**src/rtl/patch_extremum_sequencer_pkg.sv**
```systemverilog
// Shared constants for the patch extremum sequencer: default sample width,
// FSM state encoding and the min/max tracking mode selectors.
package patch_extremum_sequencer_pkg;

    localparam int DATA_W_DEF = 8;

    localparam logic [1:0] ST_IDLE  = 2'd0;
    localparam logic [1:0] ST_ACCUM = 2'd1;
    localparam logic [1:0] ST_OUT   = 2'd2;

    localparam int MODE_MIN = 0;
    localparam int MODE_MAX = 1;

    // Index/counter width; a single-sample window still needs one bit.
    function automatic int idx_width(input int win_len);
        return (win_len > 1) ? $clog2(win_len) : 1;
    endfunction

endpackage

```
**src/rtl/patch_extremum_sequencer_gt_compare.sv**
```systemverilog
// Unsigned strict greater-than shared by min and max tracking; the caller
// swaps operands to select the mode.
module gt_compare
    import patch_extremum_sequencer_pkg::*;
#(
    parameter int DATA_W = DATA_W_DEF
) (
    input  logic [DATA_W-1:0] i_a,
    input  logic [DATA_W-1:0] i_b,
    output logic              o_gt
);

    assign o_gt = (i_a > i_b);

endmodule

```
**src/rtl/patch_extremum_sequencer.sv**
```systemverilog
// Streams one window of samples through a single comparator and reports the
// extremum value and its earliest position on a valid/ready output.
module patch_extremum_sequencer
    import patch_extremum_sequencer_pkg::*;
#(
    parameter int DATA_W   = DATA_W_DEF,
    parameter int WIN_LEN  = 9,
    parameter int FIND_MAX = MODE_MIN,
    parameter int IDX_W    = idx_width(WIN_LEN)
) (
    input  logic              i_clk,
    input  logic              i_rst_n,
    input  logic              i_clear,
    input  logic              i_in_valid,
    output logic              o_in_ready,
    input  logic [DATA_W-1:0] i_in_data,
    output logic              o_out_valid,
    input  logic              i_out_ready,
    output logic [DATA_W-1:0] o_out_data,
    output logic [IDX_W-1:0]  o_out_idx,
    output logic              o_busy
);

    localparam bit             TRACK_MAX = (FIND_MAX == MODE_MAX);
    localparam logic [IDX_W-1:0] LAST_CNT  = IDX_W'(WIN_LEN - 1);
    localparam logic [IDX_W-1:0] FIRST_CNT = (WIN_LEN == 1) ? IDX_W'(0) : IDX_W'(1);
    localparam logic [1:0]       AFTER_FIRST = (WIN_LEN == 1) ? ST_OUT : ST_ACCUM;

    logic [1:0]        r_state;
    logic [IDX_W-1:0]  r_cnt;
    logic [DATA_W-1:0] r_best;
    logic [IDX_W-1:0]  r_best_idx;
    logic              r_out_valid;
    logic              r_in_ready;
    logic              r_busy;

    logic [1:0]        w_state_nxt;
    logic [IDX_W-1:0]  w_cnt_nxt;
    logic [DATA_W-1:0] w_best_nxt;
    logic [IDX_W-1:0]  w_best_idx_nxt;
    logic [DATA_W-1:0] w_cmp_a;
    logic [DATA_W-1:0] w_cmp_b;
    logic              w_gt;
    logic              w_accept;
    logic              w_consume;

    assign w_accept  = i_in_valid & r_in_ready;
    assign w_consume = r_out_valid & i_out_ready;

    // Min mode replaces best when best > sample; max mode when sample > best.
    assign w_cmp_a = TRACK_MAX ? i_in_data : r_best;
    assign w_cmp_b = TRACK_MAX ? r_best : i_in_data;

    gt_compare #(
        .DATA_W (DATA_W)
    ) u_gt_compare (
        .i_a  (w_cmp_a),
        .i_b  (w_cmp_b),
        .o_gt (w_gt)
    );

    // Next-state, counter and running-extremum decode; clear overrides all.
    always_comb begin
        w_state_nxt    = r_state;
        w_cnt_nxt      = r_cnt;
        w_best_nxt     = r_best;
        w_best_idx_nxt = r_best_idx;
        if (i_clear) begin
            w_state_nxt = ST_IDLE;
            w_cnt_nxt   = IDX_W'(0);
        end else begin
            case (r_state)
                ST_IDLE: begin
                    if (w_accept) begin
                        w_best_nxt     = i_in_data;
                        w_best_idx_nxt = IDX_W'(0);
                        w_cnt_nxt      = FIRST_CNT;
                        w_state_nxt    = AFTER_FIRST;
                    end else begin
                        w_state_nxt = ST_IDLE;
                    end
                end
                ST_ACCUM: begin
                    if (w_accept) begin
                        if (w_gt) begin
                            w_best_nxt     = i_in_data;
                            w_best_idx_nxt = r_cnt;
                        end else begin
                            w_best_nxt     = r_best;
                        end
                        // Counter wraps via the state change so it never exceeds WIN_LEN-1.
                        if (r_cnt == LAST_CNT) begin
                            w_cnt_nxt   = IDX_W'(0);
                            w_state_nxt = ST_OUT;
                        end else begin
                            w_cnt_nxt   = r_cnt + IDX_W'(1);
                        end
                    end else begin
                        w_state_nxt = ST_ACCUM;
                    end
                end
                ST_OUT: begin
                    if (w_consume) begin
                        w_state_nxt = ST_IDLE;
                        w_cnt_nxt   = IDX_W'(0);
                    end else begin
                        w_state_nxt = ST_OUT;
                    end
                end
                default: begin
                    w_state_nxt = ST_IDLE;
                    w_cnt_nxt   = IDX_W'(0);
                end
            endcase
        end
    end

    // State, datapath and handshake flags all registered from the next state.
    always_ff @(posedge i_clk or negedge i_rst_n) begin
        if (!i_rst_n) begin
            r_state     <= ST_IDLE;
            r_cnt       <= IDX_W'(0);
            r_best      <= DATA_W'(0);
            r_best_idx  <= IDX_W'(0);
            r_out_valid <= 1'b0;
            r_in_ready  <= 1'b1;
            r_busy      <= 1'b0;
        end else begin
            r_state     <= w_state_nxt;
            r_cnt       <= w_cnt_nxt;
            r_best      <= w_best_nxt;
            r_best_idx  <= w_best_idx_nxt;
            r_out_valid <= (w_state_nxt == ST_OUT);
            r_in_ready  <= (w_state_nxt != ST_OUT);
            r_busy      <= (w_state_nxt != ST_IDLE);
        end
    end

    assign o_in_ready  = r_in_ready;
    assign o_out_valid = r_out_valid;
    assign o_out_data  = r_best;
    assign o_out_idx   = r_best_idx;
    assign o_busy      = r_busy;

endmodule
```
**config.mk**
```make
export PLATFORM = sky130hd
export DESIGN_NAME = patch_extremum_sequencer
export DESIGN_NICKNAME = d
export VERILOG_FILES = /design/src/rtl/patch_extremum_sequencer_pkg.sv /design/src/rtl/patch_extremum_sequencer_gt_compare.sv /design/src/rtl/patch_extremum_sequencer.sv
export SDC_FILE = /design/constraint.sdc
export NUM_CORES = 1
export LEC_CHECK = 0
export CAP_MARGIN = 0
export CORE_AREA = 2 2 46 58
export CTS_CLUSTER_SIZE = 12
export DETAILED_ROUTE_END_ITERATION = 10
export DIE_AREA = 0 0 48 60
export GPL_ROUTABILITY_DRIVEN = 0
export GPL_TIMING_DRIVEN = 1
export HOLD_SLACK_MARGIN = 0.05
export PLACE_DENSITY = 0.85
export SLEW_MARGIN = 20
export SYNTH_ARGS = -nofsm -noshare
export SYNTH_HDL_FRONTEND = slang
export SYNTH_SLANG_ARGS = --single-unit
export TNS_END_PERCENT = 1
```
**constraint.sdc**
```tcl
create_clock -name i_clk -period 6 [get_ports i_clk]
set_input_delay 1.2 -clock i_clk [delete_from_list [all_inputs] [get_ports i_clk]]
set_output_delay 1.2 -clock i_clk [all_outputs]
set_load 0.005 [all_outputs]
```
==> impl_results.md, run 1 <==
* Die Y at ~60 um
* Initial DRC count at 12
* CP startpoint kind: input pin
* Sequential fraction of the synthesis area at about 47%
* Post-synth top area cell: dfrtp_1
* Total negative setup slack at 0 ps
* Critical setup path kind: in -> reg
* Period utilisation layout at between 50 and 60%
* Power density over the cells at roughly 230 nW/um2
* Reg area at between 500 and 600 um2
* Dominant synthesized flop cell: dfrtp_1
* Initial core utilization at between 40% and 50%
* Chip width at roughly 48 um
* DR top layer: met4
* Reported max-cap violation count at 0
* Detailed-router iteration count before antenna repair at 4
* PostCTS Resize Cnt at 0
* RR Endpoint: o_out_data[1]
* Initial antenna violation count at 0
* Critical path's slowest cell: clkdlybuf4s50_1
* Status: complete, no violations
* Hold buffers post-CTS at 0
* Avg Vias per Cell at ~5.3
* N_diodes at 0
* R2R depth at 6
* Fmax at about 310 MHz
* Met1 wire length at between 800 and 900 um
* Hold Slack at between 500 and 600 ps
* Top cell type's share of synthesized area at between 40 and 50%
* Metal3 WL at approximately 110 um
* Worst-path clk slew at roughly 100 ps
* Cells along the critical path: clkdlybuf4s50_1 > inv_1 > ha_1 > nand4_2 > nor2_1 > a2111o_1 > a31o_1 > mux2_4
* DRC Markers at 0
* Synthesized area at approximately 1100 um2
* Post-synth EDFFs at 0
* Largest cells by area after synthesis: dfrtp_1 (44%), ha_1 (11%), mux2_4 (8.0%)
* Layout Cells excl Fill at between 150 and 200
* Area of the multi-input gates at between 500 and 600 um2
* Critical Path RT at roughly 6200 ps
* Register bit total from synthesis at 21
* Antenna Nets Post-Route at 0
* Syn nets at 125
* First-pass GRT wire length at around 3.4 mm
* Cells after Synth at approximately 100
* Warnings from Yosys at 0
* Pleak at ~0.69 nW
* Critical path depth at 8
* Slew Limit Fails at 0
* Worst vdd ir at roughly 0.00012 V
* P&R area growth vs syn at 28.63%
* Fillers at roughly 190
* CTS tree: yes
* Most frequent cell after synthesis: dfrtp_1
* Final net count at between 150 and 200
* Dpl ws at ~2400 ps
* Overall Global Routing Usage at between 10% and 20%
* Slowest cell delay on critical path at about 500 ps
* CTS HTree Levels at 1
* Port bufs at 27
* Min Tclk post-route at between 3000 and 4000 ps
* Clock sink count at 21
* Routed wire length at 2.084 mm
* Crit end category: flop
* Metal2 WL at about 1.1 mm
* Final setup skew at 6.335 ps
* Wire length per cell at around 13 um
* Crit path max fanout at 12
* Post-Syn Area per Cell at approximately 11 um2
* Root Buffer: clkbuf_4
* Worst-margin pin slew at roughly 900 ps
* Vias in the first global route at between 800 and 900
* Reg2reg setup slack at 3810 ps
* Post-DP HPWL at about 1.7 mm
* Post-placement cell count at between 150 and 200
* WP data arrival at between 3000 and 4000 ps
* Rows at 20
* Clock latency on the worst-skew pair at roughly 290 ps
* I/O pin total at 28
* Ratio of cells with drive above 1 in the final layout at between 9 and 10%
* Distinct cells, synth at 30
* Final Hold Viols at 0
* Worst setup endpoint: o_out_data[7]
* RSZ-0062 raised after global routing: false
* Buf/Inv on CP at 2
* Worst setup margin at 2786 ps
* Overflow left after global routing at 0
* Core area at between 2000 and 2500 um2
* Ys async rst share at 100.0%
* Critical path's top delay family: compound AO/OA/AOI/OAI gates
* Clock Tree Buf Depth at 2
* Setup Viol. Count Final at 0
* Crit path from: i_in_data[7]
* Routed via count at around 870
* CTS Buf Count at 3
* Synth top cells by count: dfrtp_1 (20), inv_1 (12), ha_1 (10)
* Postcts setup bufs at 0
* DIE AREA at 2880 um2
* Maximum number of pins on one net before global-route repair at 22
* Worst rel slew slack at about two fifths
* FF-to-FF Start: o_out_data[5]
* Worst hold path class: reg -> reg
metal layers:
layer	global-route usage, %	up-vias
met1	19.66	417
met2	28.95	24
li1	-	427
met4	6.950	0
met3	2.719	4
met5	0	-
sequential cells by signal, indices dropped and copies added (netlist names):
name / flops
o_out_idx: 4
o_in_ready: 1
r_state: 2
o_out_data: 8
o_busy: 1
o_out_valid: 1
r_cnt: 4
worst register-to-register path, stage by stage, from the launching register on:
cell and delay [ps]:
dfrtp_1 420, ha_1 320, a211oi_1 210, nor2_1 70
nor2_1 120, a31o_1 540, mux2_2 400
kinds of logic (layout without fill, tap and decap cells):
logic type      after synthesis  after routing  share of synthesized area [%]
compound gates               23             23                          14.43
mux                           8              8                          9.989
flops                        21             21                          46.73
simple gates                 26             26                          12.43
buf+inv                      14             43                          5.327
fa+ha+maj                    10             10                          11.10
where the power goes:
group	total, mW	internal (mW)	switching (mW)
Sequential	0.170	0.156	0.0131
Clock	0.0645	0.0259	0.0387
Combinational	0.103	0.0642	0.0392
Total	0.337	0.246	0.0910
cell type report:
type                       instances  share of cell area [%]
multi-input combinational         67                   37.27
sequential                        21                   36.32
timing repair buffer              27                   18.64
inverter                          12                   3.106
tap                               33                   2.847
clock buffer                       4                   1.812
worst min-delay path by stage:
stage                       startpoint           end  slack (ps)  depth (start not counted)
final                     o_out_idx[2]  o_out_idx[2]         520                          1
after CTS                 o_out_idx[0]  o_out_idx[0]         520                          1
after global placement    o_out_idx[0]  o_out_idx[0]         490                          1
after global routing      o_out_idx[2]  o_out_idx[2]         530                          1
after floorplan               r_cnt[3]      r_cnt[3]         470                          1
after detailed placement  o_out_idx[0]  o_out_idx[0]         500                          1
metrics by stage:
stage	util [%]	power, mW	area (um2)
3_5_place_dp	59.89	0.2766	1424
3_3_place_gp	59.89	0.2716	1424
2_1_floorplan	-	0.2260	1127
5_1_grt	61.00	0.3615	1450
6_report	61.00	0.3375	1450
4_1_cts	61.00	0.3424	1450
placed cells by master, fill, tap and decap left out, drive strengths merged:
master,netlist,final
dfrtp,20,20
a21oi,5,5
and3,1,1
nor2b,1,1
and2,1,1
nor4,1,1
ha,10,10
o211ai,1,1
nand3b,1,1
a211oi,3,3
a311oi,1,1
mux2,8,8
a21o,2,2
or3,1,1
a31o,1,1
clkbuf,1,4
a2111o,1,1
nand4b,2,2
nand2,6,6
o21ai,4,4
a41oi,1,1
dfstp,1,1
nand4,2,2
clkdlybuf4s50,0,27
inv,12,12
nand2b,2,2
nor2,8,8
a22o,4,4
Note: power is estimated with default switching activity, not from simulation.
==> run 2: changes to the inputs <==
- CORE_AREA: 2 2 46 58 -> 2 2 47 60
- DIE_AREA: 0 0 48 60 -> 0 0 49 62
- PLACE_DENSITY: 0.85 -> 0.81
- clock period: 6 -> 3.1 ns (I/O delays scaled with it)
==> impl_results.md, run 2 (synthesized netlist as in run 1, its figures left out) <==
* Fmax at ~370 MHz
* Slew Limit Fails at 0 (unchanged)
* P&R area growth vs syn at 28.75% (about the same)
* PostCTS Resize Cnt at 0 (unchanged)
* Critical Path RT at 3290 ps (-2900 ps)
* Power density over the cells at 452.9 nW/um2 (+95%)
* Clock sink count at 21 (unchanged)
* Pleak at 0.6867 nW (unchanged)
* Worst-margin pin slew at 921.1 ps (+22.35 ps)
* Routed wire length at 2.262 mm (+8.5%)
* I/O pin total at 28 (unchanged)
* NetSw at 181.2 uW (+99%)
* Worst-path clk slew at 110 ps (about the same)
* Die Y at 62 um (+3.3%)
* Worst rel slew slack at 38.40% (-1.5 points)
* DIE AREA at 3038 um2 (+5.5%)
* Layout Cells excl Fill at 165 (+0.61%)
* Port bufs at 27 (unchanged)
* Post-placement cell count at 161 (+0.63%)
* CTS HTree Levels at 1 (unchanged)
* Metal2 WL at 1.210 mm (+13%)
* Int Power at 476.2 uW (+93%)
* Root Buffer: clkbuf_4
* Net Sw Frac at 27.56% (+0.59 points)
* Final setup skew at 3.819 ps (-2.517 ps)
* Worst vdd ir at 0.0003008 V (+140%)
* Critical setup path kind: in -> reg
* CP startpoint kind: input pin
* Overflow left after global routing at 0 (unchanged)
* Period utilisation layout at around 87%
* Total negative setup slack at 0 ps (unchanged)
* Clock Tree Buf Depth at 2 (unchanged)
* Clock power frac at 19.7% (+0.6 points)
* DRC Markers at 0 (unchanged)
* RSZ-0062 raised after global routing: false
* Avg Vias per Cell at 5.255 (-1.2%)
* Final Hold Viols at 0 (unchanged)
* Final net count at 155 (unchanged)
* Area after DPL at 1425 um2 (about the same)
* Hold buffers post-CTS at 0 (unchanged)
* Crit end category: flop
* Initial antenna violation count at 0 (unchanged)
* Vias in the first global route at 917 (+5.2%)
* Overall Global Routing Usage at 17.18% (+0.43 points)
* Status: complete, no violations
* Sequential fraction of design power at 50.0% (-0.2 points)
* FF-to-FF Start: o_out_data[5]
* Chip width at 49 um (+2.1%)
* Commonest cells after routing, fill and taps aside: clkdlybuf4s50_1 (27), dfrtp_1 (20), inv_1 (12)
* Metal3 WL at 83 um (-21%)
* Most common cell after layout, fill and taps aside: clkdlybuf4s50_1
* Met1 wire length at 949 um (+8.3%)
* WP data arrival at 2890 ps (-510 ps)
* Antenna Nets Post-Route at 0 (unchanged)
* Combinational power share at 30.3% (-0.3 points)
* Cell area after layout at 1451 um2 (about the same)
* Ratio of cells with drive above 1 in the final layout at 9.924% (unchanged)
* Largest register FFs at 8 (unchanged)
* Clock latency on the worst-skew pair at 300 ps (about the same)
* Min-delay src: o_out_idx[0]
* Setup Viol. Count Final at 0 (unchanged)
* CTS tree: yes
* CTS Buf Count at 3 (unchanged)
* N_diodes at 0 (unchanged)
* Initial core utilization at 44.23% (-3.2 points)
* Post-DP HPWL at 1.734 mm (+3.7%)
* Routed via count at 867 (-0.57%)
* Min Tclk post-route at ~2700 ps
* Rows at 21 (+5.0%)
* Core area at 2549 um2 (+7.2%)
* Total Power at 657.3 uW (+95%)
* Reported max-cap violation count at 0 (unchanged)
* Worst hold path class: reg -> reg
* Postcts setup bufs at 0 (unchanged)
* Crit path from: i_in_data[5]
* Crit path max fanout at 12 (unchanged)
* Initial DRC count at 25 (+13)
* Maximum number of pins on one net before global-route repair at 22 (unchanged)
* Detailed-router iteration count before antenna repair at 4 (unchanged)
* Wire length per cell at 13.71 um (+7.9%)
* Hold Slack at 532.3 ps (+16.39 ps)
* First-pass GRT wire length at 3.926 mm (+14%)
* DR top layer: met4
run 2: final cells by class:
| class | count | area, um2 |
|---|---|---|
| sequential | 21 | 526.8 |
| multi-input combinational | 67 | 540.5 |
| clock buffer | 4 | 26.28 |
| fill | 225 | 1097 |
| timing repair buffer | 27 | 270.3 |
| tap | 34 | 42.54 |
| inverter | 12 | 45.04 |
run 2: power by group through the flow:
stage               registers, mW  logic [mW]  clock network, mW
floorplan                   0.332       0.106                  0
global placement            0.333       0.194                  0
detailed placement          0.334       0.202                  0
CTS                         0.329       0.203              0.133
global route                0.333       0.220              0.146
finish                      0.328       0.199              0.129
run 2: through the flow:
step / utilization [%] / worst slack (ps)
2_1_floorplan: - / 841.4
3_3_place_gp: 55.92 / 152.0
3_5_place_dp: 55.92 / 59.93
4_1_cts: 56.95 / 394.1
5_1_grt: 56.95 / 247.4
6_report: 56.95 / 403.4
run 2: per-layer routing:
layer	up-vias	track usage, %
met5	-	0
met3	2	3.589
met4	0	8.163
met1	422	18.56
li1	420	-
met2	23	32.88
run 2: final timing paths:
path / endpoint / slack [ps] / cells after the start
worst max-delay path: o_out_data[0] / 400 / 8
worst min-delay path: o_out_idx[0] / 530 / 1
worst max register to register: o_out_data[0] / 830 / 6
worst min register to register: o_out_idx[0] / 530 / 1
max in group asynchronous: r_state[0] / 1710 / 1
min in group asynchronous: o_out_valid / 820 / 1
run 2: critical path, cell delays in order:
cell             delay, ps
clkdlybuf4s50_1        480
inv_1                   50
ha_1                   310
a211oi_1               230
nor2_1                  80
nor2_1                 150
a31o_1                 560
mux2_2                 410
